==> src/rtl/dmem_model_pkg.sv <==
// Shared types and helpers for the data-memory responder.
//   mem_req_t / mem_rsp_t are sized for the widest legal DATA_W (64); narrower
//   instances use the low bits only.
package dmem_model_pkg;

  localparam logic [63:0] TOHOST_PASS = 64'd1;

  typedef struct packed {
    logic        we;
    logic [7:0]  be;
    logic [31:0] addr;
    logic [63:0] wdata;
  } mem_req_t;

  typedef struct packed {
    logic [63:0] rdata;
    logic        err;
  } mem_rsp_t;

  // Word index relative to the base of the mapped window.
  function automatic logic [31:0] word_index(input logic [31:0] addr,
                                             input logic [31:0] base,
                                             input int unsigned shift);
    return (addr - base) >> shift;
  endfunction

  // Below-base addresses would wrap in the subtraction, so test them first.
  function automatic logic addr_in_range(input logic [31:0] addr,
                                         input logic [31:0] base,
                                         input int unsigned depth,
                                         input int unsigned shift);
    return (addr >= base) && (word_index(addr, base, shift) < depth);
  endfunction

endpackage

==> src/rtl/rsp_delay_line.sv <==
// LATENCY-deep shift register carrying {valid, response}.
//   clk, rst_n      : clock, async active-low reset (clears all stages)
//   in_vld, in_rsp  : stage-0 input
//   out_vld, out_rsp: last-stage output
module rsp_delay_line
  import dmem_model_pkg::*;
#(
  parameter int LATENCY = 1
) (
  input  logic     clk,
  input  logic     rst_n,
  input  logic     in_vld,
  input  mem_rsp_t in_rsp,
  output logic     out_vld,
  output mem_rsp_t out_rsp
);

  logic [LATENCY-1:0] vld_pipe;
  mem_rsp_t           rsp_pipe [LATENCY];

  always_ff @(posedge clk or negedge rst_n) begin
    if (!rst_n) begin
      vld_pipe <= '0;
      for (int i = 0; i < LATENCY; i++) rsp_pipe[i] <= '0;
    end else begin
      vld_pipe[0] <= in_vld;
      rsp_pipe[0] <= in_rsp;
      for (int i = 1; i < LATENCY; i++) begin
        vld_pipe[i] <= vld_pipe[i-1];
        rsp_pipe[i] <= rsp_pipe[i-1];
      end
    end
  end

  assign out_vld = vld_pipe[LATENCY-1];
  assign out_rsp = rsp_pipe[LATENCY-1];

endmodule

==> config.mk <==
export PLATFORM = sky130hd
export DESIGN_NAME = rsp_delay_line
export DESIGN_NICKNAME = d
export VERILOG_FILES = /design/src/rtl/dmem_model_pkg.sv /design/src/rtl/rsp_delay_line.sv
export SDC_FILE = /design/constraint.sdc
export NUM_CORES = 1
export LEC_CHECK = 0
export CAP_MARGIN = 25
export CORE_AREA = 3 3 66 114
export CTS_CLUSTER_SIZE = 8
export DETAILED_ROUTE_END_ITERATION = 7
export DIE_AREA = 0 0 69 117
export SLEW_MARGIN = 25
export SYNTH_ARGS = -nofsm -noshare
export SYNTH_HDL_FRONTEND = slang
export SYNTH_SLANG_ARGS = --single-unit
==> constraint.sdc <==
create_clock -name clk -period 0.8 [get_ports clk]
set_input_delay 0.16 -clock clk [delete_from_list [all_inputs] [get_ports clk]]
set_output_delay 0.16 -clock clk [all_outputs]
set_load 0.02 [all_outputs]
==> impl_metrics.tcl, run 1 <==
set metrics [dict create \
    tightest_slew_ps 335 \
    timing.final.ws_setup_ps -193 \
    period_minus_slack_ps 993 \
    vias 1124 \
    pin_count 134 \
    cts.sink_count 66 \
    fin_area_mm2 0.00352 \
    synth_seq_cells 66 \
    drive_above_1_share_pct 38.7 \
    cp_slowest_cell "dfrtp_1" \
    numCtsBuffers 9 \
    multiInputGateArea_um2 0 \
    setup_viol 66 \
    p_sw_share_pct 20.8 \
    min_to "out_rsp[49]" \
    required_ps 640 \
    min_from "in_rsp[49]" \
    utilization_pct 53.1 \
    cp_cell_sequence "buf_6" \
    leakage_nw 1.60 \
    crit_buf_inv 1 \
    crit_path_max_incr_delay_ps 380 \
    tns_ps -11620 \
    timing.hold.worst.class "in -> reg" \
    synth_cell_types 1 \
    gr-total-overflow 0 \
    switchingPower_mw 1.82 \
    crit_type "reg -> out" \
    area_delta_synth_final_pct 113 \
    wl_per_cell_um 14.0 \
    sequentialPowerShare_pct 41.0 \
    placed_area_mm2 0.00310 \
    intPower_mw 6.93 \
    final_antenna_net_count 0 \
    power_density_mw_per_mm2 2480 \
    nNetsFinal 280 \
    portBuffers 133 \
    slew_headroom_pct 77.6 \
    syn-num-nets 134 \
    start_util_pct 24.9 \
    chipWidth_um 69 \
    cts.clk_slew.worst_paths_ps 60 \
    gp_congestion 0.680 \
    grt_util_all_layers_pct 10.9 \
    root_buffer "clkbuf_16" \
    whs_ps 275 \
    antennaDiodeCount 0 \
    yosys_warnings 0 \
    violations "negative setup slack" \
    viasPerCell 3.76 \
    start_kind "register" \
    clock.fmax_mhz 1010 \
    synth.cell_area_mm2 0.00165 \
    cp.arrival_ps 830 \
    holdPathStages 1 \
    fp.dieH_um 117 \
    grt_pass1_wl_um 6330 \
    worstSetupEndpointType "output pin" \
    layoutNonFillerInstCount 299 \
    grt_pass1_vias 1275 \
    hold_violations 0 \
    postSynthCellCount 66 \
    grt_setup_unrepaired "true" \
    ir_drop_mv 1.29 \
    cp_max_fo 1 \
    grt_max_degree 67 \
    drt-total-wl_um 4180 \
    place_inst 282 \
    drt_iter0_drc 33 \
    cts_tree "built" \
    pre_cts_slack_ps -297 \
    drtPass1Iterations 4 \
    yosysSeqAreaShare_pct 100 \
    layout_common_cells "66 x clkdlybuf4s50_1, 66 x dfrtp_1, 66 x buf_6" \
    cts.path.max_buffers 2 \
    crit_family "flip-flops" \
    period_share_pct 124 \
    status "finished, violations left" \
    combPwrFrac_pct 11.5 \
    die_area_mm2 0.00807 \
    h-tree-depth 3 \
    avgSynthCellArea_um2 25.0 \
    max-cap-violations 0 \
    core_area_mm2 0.00664 \
    rows 39 \
    power_mw 8.75 \
    pwr-share-clk_pct 47.5 \
    drv_slew 0 \
    drc 0 \
    multi_input_gates 0 \
    antenna_found_initial 0 \
]
==> flip-flops by register name, summed over array words and instances, names as in the netlist <==
signal,flops
out_vld,1
out_rsp,65
==> what timing repair did <==
item                                   4_1_cts  5_1_grt
buffers inserted                             0        0
setup endpoints to repair                   66       66
hold buffers                                 1        0
endpoints found under the hold margin       66        0
gates cloned                                 0        0
gates resized for setup                    396        0
==> cell usage after synthesis, drive strengths merged <==
cell / instances / area (um2)
dfrtp: 66 / 1650
==> cell families (layout without fill, tap and decap cells) <==
family | Yosys count | count (layout) | synth area share, %
flip-flops | 66 | 66 | 100
buffers and inverters | 0 | 151 | 0
==> power by group through the flow <==
stage	combinational, mW	clock, mW	sequential (mW)
floorplan	0	0	3.84
CTS	1.03	4.29	3.59
global route	1.07	4.43	3.60
detailed placement	0.987	0	3.61
global placement	0.982	0	3.61
finish	1.01	4.16	3.59
==> cell type report <==
class	count	area, um2
well taps	82	103
fillers	572	3110
clock inverters	6	90.1
clock buffers	10	239
repair buffers	135	1440
flip-flops and latches	66	1650
==> per-layer routing <==
metal / GRT usage, % / vias to the layer above / wire, um
met4: 6.26 / 0 / 44
met1: 10.9 / 518 / 1420
met3: 8.72 / 4 / 703
met5: 0 / - / 0
met2: 16.1 / 107 / 2020
li1: - / 495 / -
==> worst max-delay path by stage <==
stage	slack [ps]	from	depth (start not counted)	to
after CTS	-220	out_rsp[37]	1	out_rsp[37]
after global routing	-230	out_rsp[54]	1	out_rsp[54]
after floorplan	220	out_rsp[0]	0	out_rsp[0]
after detailed placement	-300	out_rsp[50]	1	out_rsp[50]
after global placement	-300	out_rsp[57]	1	out_rsp[57]
final	-190	out_rsp[60]	1	out_rsp[60]
Power figures use the tool's default switching activity.
==> inputs of run 2 (changes only) <==
--- a/config.mk
+++ b/config.mk
@@ -10,6 +10,7 @@
 export CTS_CLUSTER_SIZE = 8
 export DETAILED_ROUTE_END_ITERATION = 7
 export DIE_AREA = 0 0 69 117
+export DONT_BUFFER_PORTS = 1
 export SLEW_MARGIN = 25
 export SYNTH_ARGS = -nofsm -noshare
 export SYNTH_HDL_FRONTEND = slang
==> impl_metrics.tcl, run 2 (synthesized netlist as in run 1, its figures left out) <==
set metrics [dict create \
    status "finished, violations left" \
    violations "negative hold slack, negative setup slack" \
    use_met1_pct 8.74 \
    power_density_mw_per_mm2 2870 \
    clock.fmax_mhz 1080 \
    ff_latch_area_mm2 0.00173 \
    largest_reg_flops 65 \
    drv_slew 0 \
    timing.final.ws_setup_ps -125 \
    cts_hold_buf 66 \
    drtPass1Iterations 3 \
    cp.arrival_ps 760 \
    mostFrequentLayoutCell "dlygate4sd3_1" \
    whs_ps -461 \
    gr-total-overflow 0 \
    drive_above_1_share_pct 53.1 \
    multiInputGateArea_um2 0 \
    leakage_nw 1.13 \
    drt-total-wl_um 3760 \
    hold_violations 66 \
    period_minus_slack_ps 925 \
    slew_headroom_pct 87.2 \
    layoutNonFillerInstCount 229 \
    core_area_mm2 0.00664 \
    intPower_mw 6.44 \
    switchingPower_mw 1.59 \
    h-tree-depth 3 \
    wl_per_cell_um 16.4 \
    portBuffers 0 \
    gp_congestion 0.686 \
    crit_type "reg -> out" \
    cts.sink_count 66 \
    sequentialPowerShare_pct 47.9 \
    timing.hold.worst.class "in -> async" \
    gr-usage-met2_pct 15.1 \
    combPwrFrac_pct 3.3 \
    worstSetupEndpointType "output pin" \
    rows 39 \
    cts_tree "built" \
    start_kind "register" \
    viasPerCell 3.89 \
    numCtsBuffers 9 \
    grt_util_all_layers_pct 9.72 \
    pre_cts_slack_ps 200 \
    antennaDiodeCount 0 \
    fp.dieH_um 117 \
    antenna_found_initial 0 \
    area_delta_synth_final_pct 69.6 \
    start_util_pct 24.9 \
    grt_pass1_vias 1076 \
    busiest_layer "met2" \
    cts.clk_slew.worst_paths_ps 50 \
    cp_max_fo 1 \
    grt_max_degree 67 \
    chipWidth_um 69 \
    vias 891 \
    required_ps 640 \
    nNetsFinal 211 \
    cts.path.max_buffers 2 \
    root_buffer "clkbuf_16" \
    setup_viol 66 \
    tightest_slew_ps 192 \
    drc 0 \
    die_area_mm2 0.00807 \
    period_share_pct 116 \
    grtUsageMet3_pct 6.15 \
    fill_cells 618 \
    layout_common_cells "66 x dlygate4sd3_1, 63 x dfrtp_2, 9 x clkbuf_16" \
    multi_input_gates 0 \
    place_inst 148 \
    power_mw 8.03 \
    final_antenna_net_count 0 \
    pin_count 134 \
    grt_setup_unrepaired "true" \
    p_sw_share_pct 19.8 \
    drt_iter0_drc 24 \
    pwr-share-clk_pct 48.8 \
    max-cap-violations 0 \
    grt_pass1_wl_um 5570 \
    ir_drop_mv 1.66 \
]
run 2: changes by cell type in the layout (fill, tap and decap cells not counted), sizes merged:
cell,before,now
buf,68,0
clkdlybuf4s50,66,0
dlygate4sd3,1,66
clkbuf,10,9
run 2: power by group through the flow:
stage / sequential, mW / combinational, mW / clock (mW)
global placement: 3.87 / 0 / 0
detailed placement: 3.87 / 0 / 0
CTS: 3.84 / 0.263 / 4.05
global route: 3.86 / 0.288 / 4.23
floorplan: 3.84 / 0 / 0
finish: 3.85 / 0.264 / 3.92
run 2: area by class of cell:
class | count | area share, %
Clock inverter | 6 | 2.95
Sequential cell | 66 | 61.8
Tap cell | 82 | 3.66
Clock buffer | 9 | 8.04
Timing Repair Buffer | 66 | 23.6
run 2: repair_timing:
| item | in CTS | in global routing |
|---|---|---|
| endpoints found under the setup margin | 66 | 66 |
| hold endpoints to repair | 132 | 66 |
| resized for setup | 53 | 10 |
| buffers inserted | 0 | 0 |
| gates cloned | 0 | 0 |
run 2: stage by stage:
stage	hold WS [ps]	setup TNS [ps]	utilization [%]	area (um2)
floorplan	-136	0	-	1650
global placement	-134	0	26.4	1750
detailed placement	-134	0	26.4	1750
CTS	-480	-8920	42.0	2790
global route	-483	-9340	42.2	2800
finish	-461	-7700	42.2	2800
run 2: final timing paths:
check | start | endpoint | slack [ps] | cells after the start
worst max-delay path | out_rsp[48] | out_rsp[48] | -120 | 0
worst min-delay path | rst_n | out_rsp[51] | -460 | 0
max in group asynchronous | rst_n | out_rsp[41] | 1160 | 0
min in group clk | in_rsp[60] | out_rsp[60] | 390 | 1
run 2: routing by layer:
layer  vias up  routed length (um)
met5         -                   0
met1       416                1120
met4         0                 119
met2       109                1930
li1        357                   -
met3         9                 591
==> variant 1: new RTL, settings of run 2 <==
Put a register stage on the output `out_rsp`, without a reset. The value now appears one clock later. The other outputs are not delayed to match.
--- a/src/rtl/rsp_delay_line.sv
+++ b/src/rtl/rsp_delay_line.sv
@@ -34,5 +34,7 @@
 
   assign out_vld = vld_pipe[LATENCY-1];
-  assign out_rsp = rsp_pipe[LATENCY-1];
+  always_ff @(posedge clk) begin
+    out_rsp <= rsp_pipe[LATENCY-1];
+  end
 
 endmodule
Formal check against the unedited RTL: not equivalent (a bounded check fails within 4 cycles, from zero or initial values and one cycle with rst_n low).
==> variant 1 against run 2 <==
  * The run still ends with hold timing, setup timing left
  * Utilization rose by 26 points
  * Synthesized cell count is 98% higher
  * Critical path depth unchanged
  * Synthesized area rose by 79%
  * Design area is 62% higher
  * Cell count grew 36%
  * Routed wire length is 39% higher
  * Sequential cell count grew 65
  * Worst setup slack got worse by 74 ps
  * Critical endpoint is now out_vld
  * Largest power group unchanged
  * Total power increased by 83%
  * Die area unchanged
==> variant 1: results (changes against run 2) <==
| Quantity | Value | Unit | Change |
|:---|:---|:---|:---|
| Max_slew headroom | 0.886 | - | was 0.872 |
| DRC violation total after the first TritonRoute iteration | 128 | - | was 24 |
| Hold-fix buffers at CTS | 66 | - | unchanged |
| Number of detailed-route iterations in the first pass | 4 | - | was 3 |
| Critical Path Source | out_vld | - | was out_rsp[48] |
| H-tree levels | 4 | - | was 3 |
| Number of cells on the worst reg-to-reg path | 0 | - |  |
| Via count of the first global-routing pass | 1531 | - | was 1076 |
| Fraction of the yosys area taken by sequential cells | 1.00 | - | unchanged |
| Final Hold Violating Endpoints | 66 | - | unchanged |
| Post-Place Setup Slack | 207 | ps | was 200 ps |
| Placement Cell Area | 0.00306 | mm^2 | was 0.00175 mm^2 |
| GP Congestion | 0.619 | - | was 0.686 |
| Multi-input gates | 0 | - | unchanged |
| Global-route total usage across every layer | 0.144 | - | was 0.0972 |
| Number of buffers added by the clock tree synthesis step | 17 | - | was 9 |
| Worst hold slack across all endpoints | -542 | ps | was -461 ps |
| Worst VDD drop | 3.09 | mV | was 1.66 mV |
| Number of vias per cell | 4.26 | - | was 3.89 |
| Synth warn | 0 | - | unchanged |
| Top post-synthesis cells by count | sky130_fd_sc_hd__dfrtp_1, sky130_fd_sc_hd__dfxtp_1 | - | was sky130_fd_sc_hd__dfrtp_1 |
| Startpoint of the most critical register-to-register path | rsp_pipe[10] | - |  |
| Total of endpoints with negative setup slack in the final report | 66 | - | unchanged |
| Fraction of layout instances using a drive strength above 1 | 0.428 | - | was 0.531 |
| Reg-to-Reg End | out_rsp[10] | - |  |
| Critical Path AT | 840 | ps | was 760 ps |
| Leading cell types by total area after synthesis | sky130_fd_sc_hd__dfrtp_1, sky130_fd_sc_hd__dfxtp_1 | - | was sky130_fd_sc_hd__dfrtp_1 |
| Cell variety after synth | 2 | - | was 1 |
| Max Buffers Root-to-Sink | 2 | - | unchanged |
| Violations in the final reports | hold timing, setup timing | - | unchanged |
| Number of nets produced by synthesis | 199 | - | was 134 |
| Routed wire length | 5240 | um | was 3760 um |
| Fillers | 447 | - | was 618 |
| First-pass GRT wire length | 8300 | um | was 5570 um |
| Leakage | 1.90 | nW | was 1.13 nW |
| Largest fanout on the critical path | 1 | - | unchanged |
| Port Buf Inserts | 0 | - | unchanged |
| Final #Nets | 284 | - | was 211 |
| Class of the worst hold path | input pin to asynchronous set/reset pin | - | unchanged |
| Async S/R FF share, synth | 0.504 | - | was 1.00 |
| Largest net degree at the start of global routing | 67 | - | unchanged |
| Count of antenna-violating nets left after detailed routing | 0 | - | unchanged |
| Clock transition time at the flip-flop clock pins of the worst setup and hold paths | 50 | ps | about the same |
| Clock skew after layout | 3.85 | ps |  |
| Run status | finished, violations left | - | unchanged |
| R2R Setup Slk | 300 | ps |  |
| Antenna violations before repair | 0 | - | unchanged |
| Setup ws final | -199 | ps | was -125 ps |
| Antenna cell count | 0 | - | unchanged |
| Root cell of the clock tree | sky130_fd_sc_hd__clkbuf_16 | - | unchanged |
| Clock latency on the worst-skew pair | 390 | ps |  |
==> variant 1: cell types whose count changed after synthesis <==
cell / before / now
sky130_fd_sc_hd__dfxtp_1: 0 / 65
==> variant 1: where the power goes <==
part	total (mW)	leakage [nW]	switching, mW	internal, mW
clock network	7.26	0.281	2.63	4.64
registers	7.19	1.34	0.342	6.84
logic	0.262	0.276	0.0488	0.214
==> variant 1: worst max path at each step <==
stage,endpoint,slack [ps]
after floorplan,out_vld,220
after global placement,out_vld,210
after detailed placement,out_rsp[44],210
after CTS,out_vld,-220
after global routing,out_vld,-230
final,out_vld,-200
==> variant 1: cell type report <==
class                 instances  area (um^2)  area share
timing repair buffer         66          661       0.146
clock buffer                 18          439      0.0967
sequential                  131         3200       0.705
tap                          82          103      0.0226
clock inverter               14          139      0.0306
==> variant 1: per-stage QoR <==
stage                util  instances  TNS, ps  hold WS (ps)
finish              0.684        311    -8320          -542
detailed placement  0.460        213        0          -134
global route        0.684        311   -10420          -570
CTS                 0.684        311    -9590          -561
global placement    0.460        213        0          -134
floorplan               -        131        0          -136
==> variant 1: metal layers <==
layer | part of all wire | up-vias | track usage
li1 | - | 577 | -
met5 | 0 | - | 0
met1 | 0.34 | 663 | 0.144
met3 | 0.093 | 6 | 0.0846
met2 | 0.56 | 78 | 0.231
met4 | 0.012 | 0 | 0.0900
==> variant 1: kinds of logic (layout without fill, tap and decap cells) <==
group,count (synthesis),count (layout),synth area share
flops,131,131,1.00
buf+inv,0,98,0
==> variant 1: what timing repair did <==
| item | CTS | global route |
|---|---|---|
| buffers inserted | 0 | 0 |
| resized for setup | 131 | 0 |
| hold endpoints to repair | 132 | 66 |
| setup endpoints to repair | 66 | 66 |
==> variant 2: new RTL, flow settings as in run 2 <==
Made on the original files. `LATENCY`: 1 -> 2.
--- a/src/rtl/rsp_delay_line.sv
+++ b/src/rtl/rsp_delay_line.sv
@@ -6,5 +6,5 @@
   import dmem_model_pkg::*;
 #(
-  parameter int LATENCY = 1
+  parameter int LATENCY = 2
 ) (
   input  logic     clk,
Behaviour: not the same (Yosys sat finds a counterexample within 4 cycles, from zero or initial values and one cycle with rst_n low).
==> variant 2 against run 2 <==
  * Clock power up 75%
  * The flow still finishes with violations (hold timing, setup timing)
  * Die area did not move
  * Worst setup slack worse by 74 ps
  * Design area increased by 67%
  * Critical endpoint is now out_rsp[10]
  * Largest power group is now registers
  * Sequential share of layout area increased by 10 points
  * Sequential cell count rose by 66
  * Routed wire length up 43%
  * Critical path type unchanged
  * Fmax is 7.4% lower
  * Total power is 81% higher
  * Synthesized area rose by 130%
==> variant 2: results (changes against run 2) <==
| Quantity | Value | Unit | Change |
|:---|:---|:---|:---|
| DRC violation total after the first TritonRoute iteration | 112 | - | was 24 |
| Average wire length per cell after detail routing | 17.3 | um | was 16.4 um |
| Final Hold Violating Endpoints | 132 | - | was 66 |
| H-tree levels | 4 | - | was 3 |
| Cell variety after synth | 2 | - | was 1 |
| Largest net degree at the start of global routing | 133 | - | was 67 |
| Max_slew headroom | 0.874 | - | was 0.872 |
| Number of vias per cell | 4.45 | - | was 3.89 |
| Root cell of the clock tree | sky130_fd_sc_hd__clkbuf_16 | - | unchanged |
| Fraction of the yosys area taken by sequential cells | 0.871 | - | was 1.00 |
| Global-route total usage across every layer | 0.148 | - | was 0.0972 |
| Setup ws final | -198 | ps | was -125 ps |
| Violations in the final reports | hold timing, setup timing | - | unchanged |
| Critical Path AT | 840 | ps | was 760 ps |
| Total number of vias | 1389 | - | was 891 |
| Switching share of power | 0.198 | - | about the same |
| First-pass GRT wire length | 8420 | um | was 5570 um |
| Leading cell types by total area after synthesis | sky130_fd_sc_hd__dfrtp_1, sky130_fd_sc_hd__buf_4 | - | was sky130_fd_sc_hd__dfrtp_1 |
| Multi-input gates | 0 | - | unchanged |
| Run status | finished, violations left | - | unchanged |
| Clock latency on the worst-skew pair | 390 | ps |  |
| Worst setup path endpoint | out_rsp[10] | - | was out_rsp[48] |
| Final #Nets | 285 | - | was 211 |
| Number of nets produced by synthesis | 265 | - | was 134 |
| Post-route setup TNS | -12640 | ps | was -7700 ps |
| Clock transition time at the flip-flop clock pins of the worst setup and hold paths | 50 | ps | about the same |
| Critical Path Source | out_rsp[10] | - | was out_rsp[48] |
| Mean Syn Cell Area | 19.2 | um^2 | was 25.0 um^2 |
| Placement Cell Area | 0.00341 | mm^2 | was 0.00175 mm^2 |
| Number of buffers added by the clock tree synthesis step | 17 | - | was 9 |
| Worst VDD drop | 2.50 | mV | was 1.66 mV |
| Fraction of layout instances using a drive strength above 1 | 0.396 | - | was 0.531 |
| Worst hold slack across all endpoints | -536 | ps | was -461 ps |
| Top post-synthesis cells by count | sky130_fd_sc_hd__dfrtp_1, sky130_fd_sc_hd__buf_4 | - | was sky130_fd_sc_hd__dfrtp_1 |
| GP Congestion | 0.626 | - | was 0.686 |
| Total of endpoints with negative setup slack in the final report | 66 | - | unchanged |
## variant 2: cell count changes after synthesis, sizes merged
cell and delta:
dfrtp +66, buf +65
## variant 2: power groups by stage
stage	registers, mW	clock network [mW]	logic, mW
2_1_floorplan	7.20	0	0.470
3_3_place_gp	7.48	0	0
3_5_place_dp	7.50	0	0
4_1_cts	7.41	7.01	0.264
5_1_grt	7.43	7.45	0.285
6_report	7.41	6.86	0.262
## variant 2: timing repair
| item | 4_1_cts | 5_1_grt |
|---|---|---|
| setup buffers | 0 | 0 |
| cloned | 0 | 0 |
| endpoints found under the hold margin | 198 | 132 |
| endpoints found under the setup margin | 66 | 66 |
| gates resized for setup | 52 | 9 |
## variant 2: stage by stage
step	util	setup slack, ps
6_report	0.706	-198
5_1_grt	0.706	-235
4_1_cts	0.705	-220
3_5_place_dp	0.513	198
3_3_place_gp	0.513	209
2_1_floorplan	-	158
## variant 2: layout make-up
cell class            instances  area [um^2]
clock inverter               11         85.1
timing repair buffer         66          661
clock buffer                 21          460
sequential                  132         3380
fill                        421         1950
tap                          82          103
## variant 2: layer usage
metal  track usage  vias up  share of wire
li1              -      580              -
met1         0.160      717           0.35
met2         0.229       88           0.54
met3        0.0940        4          0.098
met4        0.0704        0          0.010
met5             0        -              0
## variant 2: logic make-up after synthesis
group,count (synthesis),share of synthesized area
buffers and inverters,65,0.129
DFF,132,0.871
## variant 2: how the worst min path moves through the flow
stage | to | cells after the start
2_1_floorplan | out_rsp[0] | 0
3_3_place_gp | out_rsp[23] | 0
3_5_place_dp | rsp_pipe[115] | 0
4_1_cts | rsp_pipe[74] | 0
5_1_grt | out_rsp[42] | 0
6_report | rsp_pipe[107] | 0
